### config.mk
export PLATFORM = sky130hd
export DESIGN_NAME = tr_strobe_sched
export DESIGN_NICKNAME = d
export VERILOG_FILES = /design/src/rtl/tr_pkg.sv /design/src/rtl/tr_down_counter.sv /design/src/rtl/tr_strobe_sched.sv
export SDC_FILE = /design/constraint.sdc
export NUM_CORES = 1
export LEC_CHECK = 0
export ABC_CLOCK_PERIOD_IN_PS = 2700
export CORE_UTILIZATION = 50
export DETAILED_ROUTE_END_ITERATION = 6
export MAX_ROUTING_LAYER = met4
export PLACE_DENSITY = 0.78
export SLEW_MARGIN = 20
export SYNTH_ARGS = -nofsm -noshare
export SYNTH_HDL_FRONTEND = slang
export SYNTH_SLANG_ARGS = --single-unit
export TNS_END_PERCENT = 20
### constraint.sdc
create_clock -name clk -period 2.7 [get_ports clk]
set_input_delay 0.54 -clock clk [delete_from_list [all_inputs] [get_ports clk]]
set_output_delay 0.54 -clock clk [all_outputs]
set_load 0.02 [all_outputs]
### src/rtl/tr_pkg.sv
// Shared types and default widths for the TR_P strobe scheduler.
package tr_pkg;

  localparam int unsigned TR_CNT_W = 32;
  localparam int unsigned TR_N_W   = 16;

  typedef enum logic [1:0] {
    IDLE,
    DELAY,
    FIRE,
    WAIT
  } tr_state_t;

  typedef enum logic [1:0] {
    SINGLE,
    BURST,
    AUTO
  } tr_mode_t;

endpackage

### src/rtl/tr_down_counter.sv
// Loadable down counter shared by the DELAY and WAIT phases.
// Holds at zero once it gets there; zero flag reflects the current count.
module tr_down_counter
  import tr_pkg::*;
#(
  parameter int unsigned CNT_W = TR_CNT_W
) (
  input  logic             clk,
  input  logic             rst,
  input  logic             load,
  input  logic [CNT_W-1:0] load_val,
  output logic             zero
);

  logic [CNT_W-1:0] cnt;

  // Load has priority over counting; stop decrementing at zero.
  always_ff @(posedge clk) begin
    if (rst) begin
      cnt <= '0;
    end else if (load) begin
      cnt <= load_val;
    end else if (cnt != '0) begin
      cnt <= cnt - CNT_W'(1);
    end
  end

  assign zero = (cnt == '0);

endmodule

### src/rtl/tr_strobe_sched.sv
// Strobe scheduler: turns single-cycle register-block commands into timed
// start / start_N / stop strobes for TR_P.
// Build option: define TR_SCHED_AUTO_EN to compile in the free-running
// AUTO mode armed by avto; otherwise avto is ignored.
module tr_strobe_sched
  import tr_pkg::*;
#(
  parameter int unsigned CNT_W = TR_CNT_W,
  parameter int unsigned N_W   = TR_N_W
) (
  input  logic             clk,
  input  logic             rst,
  input  logic [CNT_W-1:0] cfg_delay,
  input  logic [CNT_W-1:0] cfg_period,
  input  logic [N_W-1:0]   cfg_count,
  input  logic             cmd_start,
  input  logic             cmd_start_N,
  input  logic             cmd_stop,
  input  logic             avto,
  output logic             start,
  output logic             start_N,
  output logic             stop,
  output logic             busy,
  output logic [N_W-1:0]   pulse_cnt,
  output logic             ovr
);

  tr_state_t        state, state_nxt;
  tr_mode_t         mode_q, mode_nxt;
  logic [N_W-1:0]   remaining;
  logic [CNT_W-1:0] period_q;
  logic             cnt_load;
  logic [CNT_W-1:0] cnt_val;
  logic             cnt_zero;
  logic             accept;
  logic             ovr_hit;
  logic             stop_nxt;
  logic             last;
  logic             req_hit;

`ifdef TR_SCHED_AUTO_EN
  assign req_hit = cmd_start | cmd_start_N | avto;
`else
  logic unused_avto;
  assign unused_avto = avto;
  assign req_hit     = cmd_start | cmd_start_N;
`endif

  tr_down_counter #(
    .CNT_W(CNT_W)
  ) u_cnt (
    .clk     (clk),
    .rst     (rst),
    .load    (cnt_load),
    .load_val(cnt_val),
    .zero    (cnt_zero)
  );

  // Next-state, command accept and abort decode.
  // Counter is loaded one short (N-1) so the FIRE state, and the registered
  // strobe that tracks it, lands exactly N+1 cycles after the load cycle.
  always_comb begin
    state_nxt = state;
    mode_nxt  = mode_q;
    cnt_load  = 1'b0;
    cnt_val   = '0;
    accept    = 1'b0;
    ovr_hit   = 1'b0;
    stop_nxt  = 1'b0;
    last      = 1'b0;
    case (state)
      IDLE: begin
        if (cmd_stop) begin
          stop_nxt = 1'b1;
        end else if (cmd_start_N) begin
          if (cfg_count != '0) begin
            accept   = 1'b1;
            mode_nxt = BURST;
          end
        end else if (cmd_start) begin
          accept   = 1'b1;
          mode_nxt = SINGLE;
        end
`ifdef TR_SCHED_AUTO_EN
        else if (avto) begin
          accept   = 1'b1;
          mode_nxt = AUTO;
        end
`endif
        if (accept) begin
          if (cfg_delay == '0) begin
            state_nxt = FIRE;
          end else begin
            state_nxt = DELAY;
            cnt_load  = 1'b1;
            cnt_val   = cfg_delay - CNT_W'(1);
          end
        end
      end
      DELAY: begin
        if (cnt_zero) state_nxt = FIRE;
      end
      FIRE: begin
`ifdef TR_SCHED_AUTO_EN
        last = (mode_q != AUTO) && (remaining == N_W'(1));
`else
        last = (remaining == N_W'(1));
`endif
        if (last) begin
          state_nxt = IDLE;
          stop_nxt  = 1'b1;
        end else if (period_q == '0) begin
          state_nxt = FIRE;
        end else begin
          state_nxt = WAIT;
          cnt_load  = 1'b1;
          cnt_val   = period_q - CNT_W'(1);
        end
      end
      WAIT: begin
        if (cnt_zero) state_nxt = FIRE;
      end
      default: state_nxt = IDLE;
    endcase
    if (state != IDLE) begin
      ovr_hit = req_hit;
      if (cmd_stop) begin
        state_nxt = IDLE;
        stop_nxt  = 1'b1;
        cnt_load  = 1'b0;
      end
    end
  end

  // State, sequence bookkeeping and registered outputs.
  // Strobes are registered from the next state so they coincide with FIRE.
  always_ff @(posedge clk) begin
    if (rst) begin
      state     <= IDLE;
      mode_q    <= SINGLE;
      remaining <= '0;
      period_q  <= '0;
      start     <= 1'b0;
      start_N   <= 1'b0;
      stop      <= 1'b0;
      busy      <= 1'b0;
      pulse_cnt <= '0;
      ovr       <= 1'b0;
    end else begin
      state   <= state_nxt;
      mode_q  <= mode_nxt;
      start   <= (state_nxt == FIRE) && (mode_nxt != BURST);
      start_N <= (state_nxt == FIRE) && (mode_nxt == BURST);
      stop    <= stop_nxt;
      busy    <= (state_nxt != IDLE);
      if (accept) begin
        remaining <= (mode_nxt == BURST) ? cfg_count : N_W'(1);
        period_q  <= cfg_period;
        pulse_cnt <= '0;
        ovr       <= 1'b0;
      end else begin
        if (state == FIRE) begin
          if (remaining != '0) remaining <= remaining - N_W'(1);
          if (pulse_cnt != '1) pulse_cnt <= pulse_cnt + N_W'(1);
        end
        if (ovr_hit) ovr <= 1'b1;
      end
    end
  end

endmodule

==> results_dict.tcl, run 1 <==
set metrics [dict create \
    run_status "complete, no violations" \
    synth_edf_count 0 \
    final.period_utilization 0.9713 \
    timing.critical_path.arrival_ps 2850 \
    antenna_cells 0 \
    layout.cells.non_filler 1282 \
    asyncSetResetFlopFracSynth 0 \
    detail_route.drc_violations 0 \
    post_drt_wl_per_cell_um 16.01 \
    hold_ws_ps 458.2 \
    maximum_frequency_from_static_timing_analysis_ghz 0.3813 \
    hp-start "ovr" \
    worst_ep_required_time_ps 2920 \
    routability_congestion_estimate_from_global_placement 0.9517 \
    dpl.hpwl_um 15590 \
    dieArea_um2 14280 \
    timing_max_transition_violations_final 0 \
    total_routed_length_um 20520 \
    timing_hold_violations_final 0 \
    power_density_nw_per_um2 526.9 \
    vias 7576 \
    r2r_start "period_q[15]" \
    crit_fanout 8 \
    seq_area_frac_synth 0.3045 \
    drt_first_pass_iters 5 \
    report.final.setup_viol 0 \
    place_inst 1261 \
    drive_above_1_share 0.1736 \
    design.core.area_um2 13350 \
    dr.first_iter.drc_count 686 \
    antenna_found_initial 0 \
    worstSkewPairLatency_ps 360 \
    groute.usage.overall 0.2998 \
    io_pins 107 \
    vias_per_cell 5.910 \
    final_net_count 1197 \
    initial_core_util 0.5172 \
    vdd_ir_drop_max_mv 0.3882 \
    syn_area_per_cell_um2 7.680 \
    htreeDepth 3 \
    cellLeakagePower_uw 0.003603 \
    grt_first_pass_wirelength_um 33640 \
    die_width_um 119.5 \
    dominantRegCellSynth "dfxtp_1" \
    cts.hold.buffers_added 0 \
    synth_seq_cells 105 \
    tritoncts "done" \
    setup.worst_path.start_class "flop" \
    clk_path_buf_depth 2 \
    synth-warning-count 0 \
    path_clk_slew_ps 80 \
    end_kind "flop" \
    max_cap_viol_count 0 \
    ant_nets 0 \
    clockRootBuffer "clkbuf_16" \
    via_count_of_the_first_global_routing_pass 6860 \
    pin_count_of_the_biggest_net_entering_global_routing 83 \
    grt_remaining_overflow 0 \
    ys_types 66 \
    mappedNetlistNets 995 \
    period_needed_ps 2622 \
    tightestPinTransition_ps 625.7 \
    max_slew_margin 0.5796 \
    post_synth_instance_area_um2 6904 \
    area_growth_syn_to_layout_pct 36.84 \
    setup.worst_path.class "reg -> reg" \
    numCtsBuffers 9 \
    dieHeight_um 119.5 \
    hold_path_class "reg -> reg" \
    cts.sink_count 105 \
    io_buffer_count 105 \
    fillers 1106 \
    cp-startpoint "period_q[15]" \
    syn_inst 899 \
    placementRows 42 \
    rsz_0062_raised_after_global_routing "true" \
    worst_clock_skew_ps 11.29 \
]
==> cells in the mapped netlist, types with 9 or more instances <==
cell type  number  area, um2
a211oi_1       39      292.8
a21oi_1        76      380.4
a22oi_1        21      157.7
buf_2          15      75.07
clkbuf_1       35      131.4
dfxtp_1       105       2102
ha_1           10      125.1
inv_1          16      60.06
nand2_1       116      435.4
nand3_1        16      80.08
nand4_1        16      100.1
nor2_1         61      229.0
nor3_1         61      305.3
nor4_1         45      281.5
o211ai_1       11      82.58
o21ai_0        21      105.1
o31a_1          9      78.83
or3_1          16      100.1
or4_1          19      142.6
xnor2_1        34      297.8
xor2_1         49      429.2
==> metal layers <==
metal  wire (um)  vias to the layer above  track usage
met5           0                        -            -
met2        9274                      261       0.4545
met1        9500                     3514       0.4165
met4         435                        0      0.08828
li1            -                     3761            -
met3        1310                       40      0.03850
==> cell type report <==
cell class | instances | area [um2] | share of cell area
multi-input cells | 725 | 4587 | 0.4855
well taps | 176 | 220.2 | 0.02331
inverters | 16 | 60.06 | 0.006357
clock buffers | 12 | 266.5 | 0.02821
repair buffers | 244 | 2178 | 0.2306
flip-flops and latches | 105 | 2102 | 0.2225
clock inverters | 4 | 33.78 | 0.003576
==> through the flow <==
step	power (uW)	cell area (um2)	setup WS (ps)	utilization	TNS (ps)
after detailed placement	3619	9022	-442.4	0.6759	-22000
after CTS	4935	9326	0.7994	0.6987	0
after floorplan	2942	6904	16.30	-	0
after global placement	3582	9022	-412.2	0.6759	-19790
final	4978	9448	77.56	0.7078	0
after global routing	5246	9448	-29.04	0.7078	-211.5
==> registers in the layout, summed over array words and instances (netlist names) <==
| register | cells |
|---|---|
| remaining | 16 |
| mode_q | 2 |
| state | 2 |
| u_cnt.cnt | 32 |
| ovr | 1 |
| pulse_cnt | 16 |
| start | 1 |
| stop | 1 |
| start_N | 1 |
| period_q | 32 |
| busy | 1 |
==> cells in the final DEF, fill, tap and decap left out, drive strengths merged, types with 18 or more instances in the layout <==
cell and instances:
buf 139, nand2 116, dfxtp 105, clkdlybuf4s50 101, a21oi 76, nor2 62
nor3 61, xor2 49, nor4 49, a211oi 40, xnor2 34, or4 23
o21ai 21, a22oi 21, inv 18
==> power breakdown <==
part / switching, uW / leakage [uW] / internal [uW] / total (uW)
Clock: 612 / 0.000146 / 711 / 1320
Sequential: 156 / 0.000859 / 1690 / 1840
Combinational: 935 / 0.00260 / 876 / 1810
==> logic make-up (layout without fill, tap and decap cells) <==
| family | Yosys count | in the layout | share of synthesized area |
|---|---|---|---|
| and+or+nand+nor | 406 | 406 | 0.3079 |
| AOI/OAI and AO/OA | 223 | 223 | 0.2184 |
| DFF | 105 | 105 | 0.3045 |
| xor gates and xnor gates | 83 | 83 | 0.1053 |
| buffers and inverters | 69 | 276 | 0.04132 |
| adders and majority gates | 10 | 10 | 0.01812 |
| muxes | 3 | 3 | 0.004531 |
==> worst max-delay path, cell delays in order (launching register included) <==
cell	delay, ps
dfxtp_1	310
or4_4	530
or4_4	510
nor4_4	270
buf_4	190
o22ai_4	120
clkbuf_16	190
a211oi_1	290
a211oi_1	90
==> repair_timing <==
item                       4_1_cts  5_1_grt
setup endpoints to repair       22       35
gates cloned                     0        2
resized for setup                1       15
buffers inserted                 0        3
pin swaps                        2        8
==> worst paths after layout <==
kind,endpoint,slack [ps],depth (start not counted)
min reg2reg,ovr,460,2
max,u_cnt.cnt[16],80,8
max reg2reg,u_cnt.cnt[16],80,8
min,ovr,460,2
Power figures use the tool's default switching activity.
==> run 2, diff against run 1 <==
--- a/config.mk
+++ b/config.mk
@@ -6,12 +6,13 @@
 export NUM_CORES = 1
 export LEC_CHECK = 0
 export ABC_CLOCK_PERIOD_IN_PS = 2700
-export CORE_UTILIZATION = 50
+export CORE_UTILIZATION = 49
 export DETAILED_ROUTE_END_ITERATION = 6
 export MAX_ROUTING_LAYER = met4
-export PLACE_DENSITY = 0.78
+export PLACE_DENSITY = 0.77
 export SLEW_MARGIN = 20
 export SYNTH_ARGS = -nofsm -noshare
 export SYNTH_HDL_FRONTEND = slang
+export SYNTH_HIERARCHICAL = 1
 export SYNTH_SLANG_ARGS = --single-unit
 export TNS_END_PERCENT = 20
==> run 2 against run 1 <==
Net effect:
- the flow now finishes with violations (negative setup slack)
- global-route usage down 0.70 points
- core utilization up 0.63 points
- sequential share of layout area about the same
- critical path depth unchanged
- total power up 1.6%
- non-clock buffer count up 5
- die area down 1.4%
- largest cell class unchanged
==> results_dict.tcl, run 2 <==
set metrics [dict create \
    report.final.setup_viol 32 \
    power.switching_fraction 0.3401 \
    tritoncts "done" \
    ys_top_cells_by_count "111 x nand2_1, 105 x dfxtp_1, 65 x nor2_1, 51 x xnor2_1, 45 x a21oi_1" \
    layout.cells.non_filler 1238 \
    hp-start "mode_q[1]" \
    ys_top_cells_by_area "dfxtp_1 32%, xnor2_1 6.7%, nand2_1 6.2%" \
    cell_by_cell_listing_of_the_critical_path "or4_4 > or4_4 > or4_4 > nand3b_4 > a221oi_4 > buf_4 > or3_4 > o21ai_2" \
    htreeDepth 3 \
    postLayoutCoreUtil 0.7141 \
    hold-path-cell-count 2 \
    tightestPinTransition_ps 791.0 \
    dpl.hpwl_um 14940 \
    design.core.area_um2 13240 \
    synth-warning-count 6 \
    ant_nets 0 \
    failed_checks "negative setup slack" \
    final_net_count 1152 \
    sequentialPowerShare 0.364 \
    syn_area_per_cell_um2 7.844 \
    antenna_found_initial 0 \
    layout.cells.most_common "buf_4" \
    setup_slack_ps -163.3 \
    dr.first_iter.drc_count 606 \
    crit_path_top_delay_cell "or4_4" \
    clockPowerShare 0.271 \
    ys_types 72 \
    via_count_of_the_first_global_routing_pass 6610 \
    dieArea_um2 14080 \
    worst_r2r_path_depth 8 \
    end_point_of_the_worst_hold_path "mode_q[1]" \
    r2r_setup_slack_ps -160 \
    total_routed_length_um 20670 \
    post_drt_wl_per_cell_um 16.70 \
    hold_path_class "reg -> reg" \
    critical_path.reg2reg.endpoint "u_cnt/cnt[2]" \
    routability_congestion_estimate_from_global_placement 0.9788 \
    area_growth_syn_to_layout_pct 41.83 \
    period_needed_ps 2863 \
    io_pins 107 \
    fin_tns_setup_ps -2967 \
    vias 7286 \
    groute.usage.overall 0.2928 \
    fillers 1022 \
    seq_area_frac_synth 0.3153 \
    vdd_ir_drop_max_mv 0.4586 \
    synth_seq_cells 105 \
    cts.hold.buffers_added 0 \
    timing_max_transition_violations_final 0 \
    worstSkewPairLatency_ps 360 \
    path_delay_family "simple AND/OR/NAND/NOR gates" \
    post-route-cell-area_um2 9457 \
    rsz_0062_raised_after_global_routing "true" \
    end_kind "flop" \
    placementRows 42 \
    regArea_um2 2106 \
    clk_path_buf_depth 2 \
    clockRootBuffer "clkbuf_16" \
    drive_above_1_share 0.2166 \
    antenna_cells 0 \
    final_cell_mix "131 x buf_4, 103 x nand2_1, 102 x dfxtp_1, 95 x clkdlybuf4s50_1, 63 x nor2_1" \
    comb_power_share 0.366 \
    power_density_nw_per_um2 534.7 \
    max_slew_margin 0.4727 \
    power.internal_uw 3337 \
    asyncSetResetFlopFracSynth 0 \
    pin_count_of_the_biggest_net_entering_global_routing 68 \
    cts.sink_count 105 \
    postPlaceCellArea_um2 8808 \
    mappedNetlistNets 945 \
    detail_route.drc_violations 0 \
    synth_edf_count 0 \
    timing.critical_path.arrival_ps 3160 \
    dominantRegCellSynth "dfxtp_1" \
    yosys.area.top_type_share 0.3153 \
    initial_core_util 0.5035 \
    area_occupied_by_multi_input_gates_um2 4446 \
    cellLeakagePower_uw 0.003662 \
    p_sw_uw 1719 \
    synth.most_common_cell "nand2_1" \
    max_cap_viol_count 0 \
    r2r_start "period_q[15]" \
    critPathMaxStageDelay_ps 550 \
    vias_per_cell 5.885 \
    final.period_utilization 1.060 \
    io_buffer_count 105 \
    place_inst 1209 \
    hold_ws_ps 442.2 \
    timing.critical_path.buf_inv 1 \
    run_status "finished, violations left" \
    syn_inst 850 \
    path_clk_slew_ps 70 \
    dieHeight_um 118.7 \
    reg_top3 "period_q (32), u_cnt/cnt (32)" \
    grt_first_pass_wirelength_um 32220 \
    crit_path_frequent_cell "or4_4" \
    timing_hold_violations_final 0 \
    maximum_frequency_from_static_timing_analysis_ghz 0.3493 \
    setup.worst_path.class "reg -> reg" \
    crit_fanout 7 \
    synth_largest_area_cell "dfxtp_1" \
    post_synth_instance_area_um2 6668 \
    drt_first_pass_iters 5 \
    grt_remaining_overflow 0 \
    worst_clock_skew_ps 4.528 \
    worst_ep_required_time_ps 3000 \
    numCtsBuffers 9 \
    setup.worst_path.start_class "flop" \
    die_width_um 118.7 \
]
run 2: power by group through the flow:
stage	Sequential, uW	Clock [uW]	Combinational (uW)
finish	1840	1370	1850
global placement	1860	0	1690
floorplan	1840	0	1100
detailed placement	1870	0	1720
CTS	1830	1390	1760
global route	1860	1460	1990
run 2: worst register-to-register path: cells and delay by family (launching register included):
family	cells	cell delay (ps)
AND/OR/NAND/NOR	5	2080
AO/OA/AOI/OAI	2	220
buffers and inverters	1	160
flip-flops	1	320
run 2: what timing repair did:
action                                 CTS  global route
pin swaps                               16            12
setup buffers                            2             8
setup endpoints to repair               35            48
resized for setup                       21            34
cloned                                   1             2
endpoints found under the hold margin    0             0
run 2: cells by family (layout without fill, tap and decap cells):
| family | count (synthesis) | count (layout) | synth area share |
|---|---|---|---|
| xor gates and xnor gates | 93 | 93 | 0.1222 |
| DFF | 105 | 105 | 0.3153 |
| muxes | 4 | 4 | 0.006193 |
| adders and majority gates | 9 | 9 | 0.01689 |
| AOI/OAI and AO/OA | 173 | 173 | 0.1824 |
| and+or+nand+nor | 389 | 390 | 0.3076 |
| buffers and inverters | 77 | 288 | 0.04954 |
run 2: metrics by stage:
stage	worst slack (ps)	total power, uW
after floorplan	-262.4	2937
after global placement	-533.9	3547
after detailed placement	-648.7	3589
after CTS	-106.7	4982
after global routing	-219.4	5306
final	-163.3	5056
run 2: final cells by class:
class,instances,share of cell area
sequential,105,0.2227
timing repair buffer,249,0.2409
tap,176,0.02329
inverter,23,0.01045
clock buffer,12,0.02712
clock inverter,4,0.005425
multi-input combinational,669,0.4701
run 2: how the worst max path moves through the flow:
stage	from	endpoint	slack (ps)	cells after the start
2_1_floorplan	period_q[15]	u_cnt/cnt[1]	-260	11
3_3_place_gp	cfg_delay[27]	u_cnt/cnt[22]	-530	8
3_5_place_dp	cfg_delay[27]	u_cnt/cnt[22]	-650	8
4_1_cts	period_q[15]	u_cnt/cnt[1]	-110	9
5_1_grt	cfg_delay[27]	u_cnt/cnt[2]	-220	9
6_report	period_q[15]	u_cnt/cnt[2]	-160	8
run 2: routing by layer:
layer / track usage / share of wire
met5: - / 0
met4: 0.1052 / 0.025
met3: 0.04344 / 0.065
met2: 0.4547 / 0.47
met1: 0.3859 / 0.44
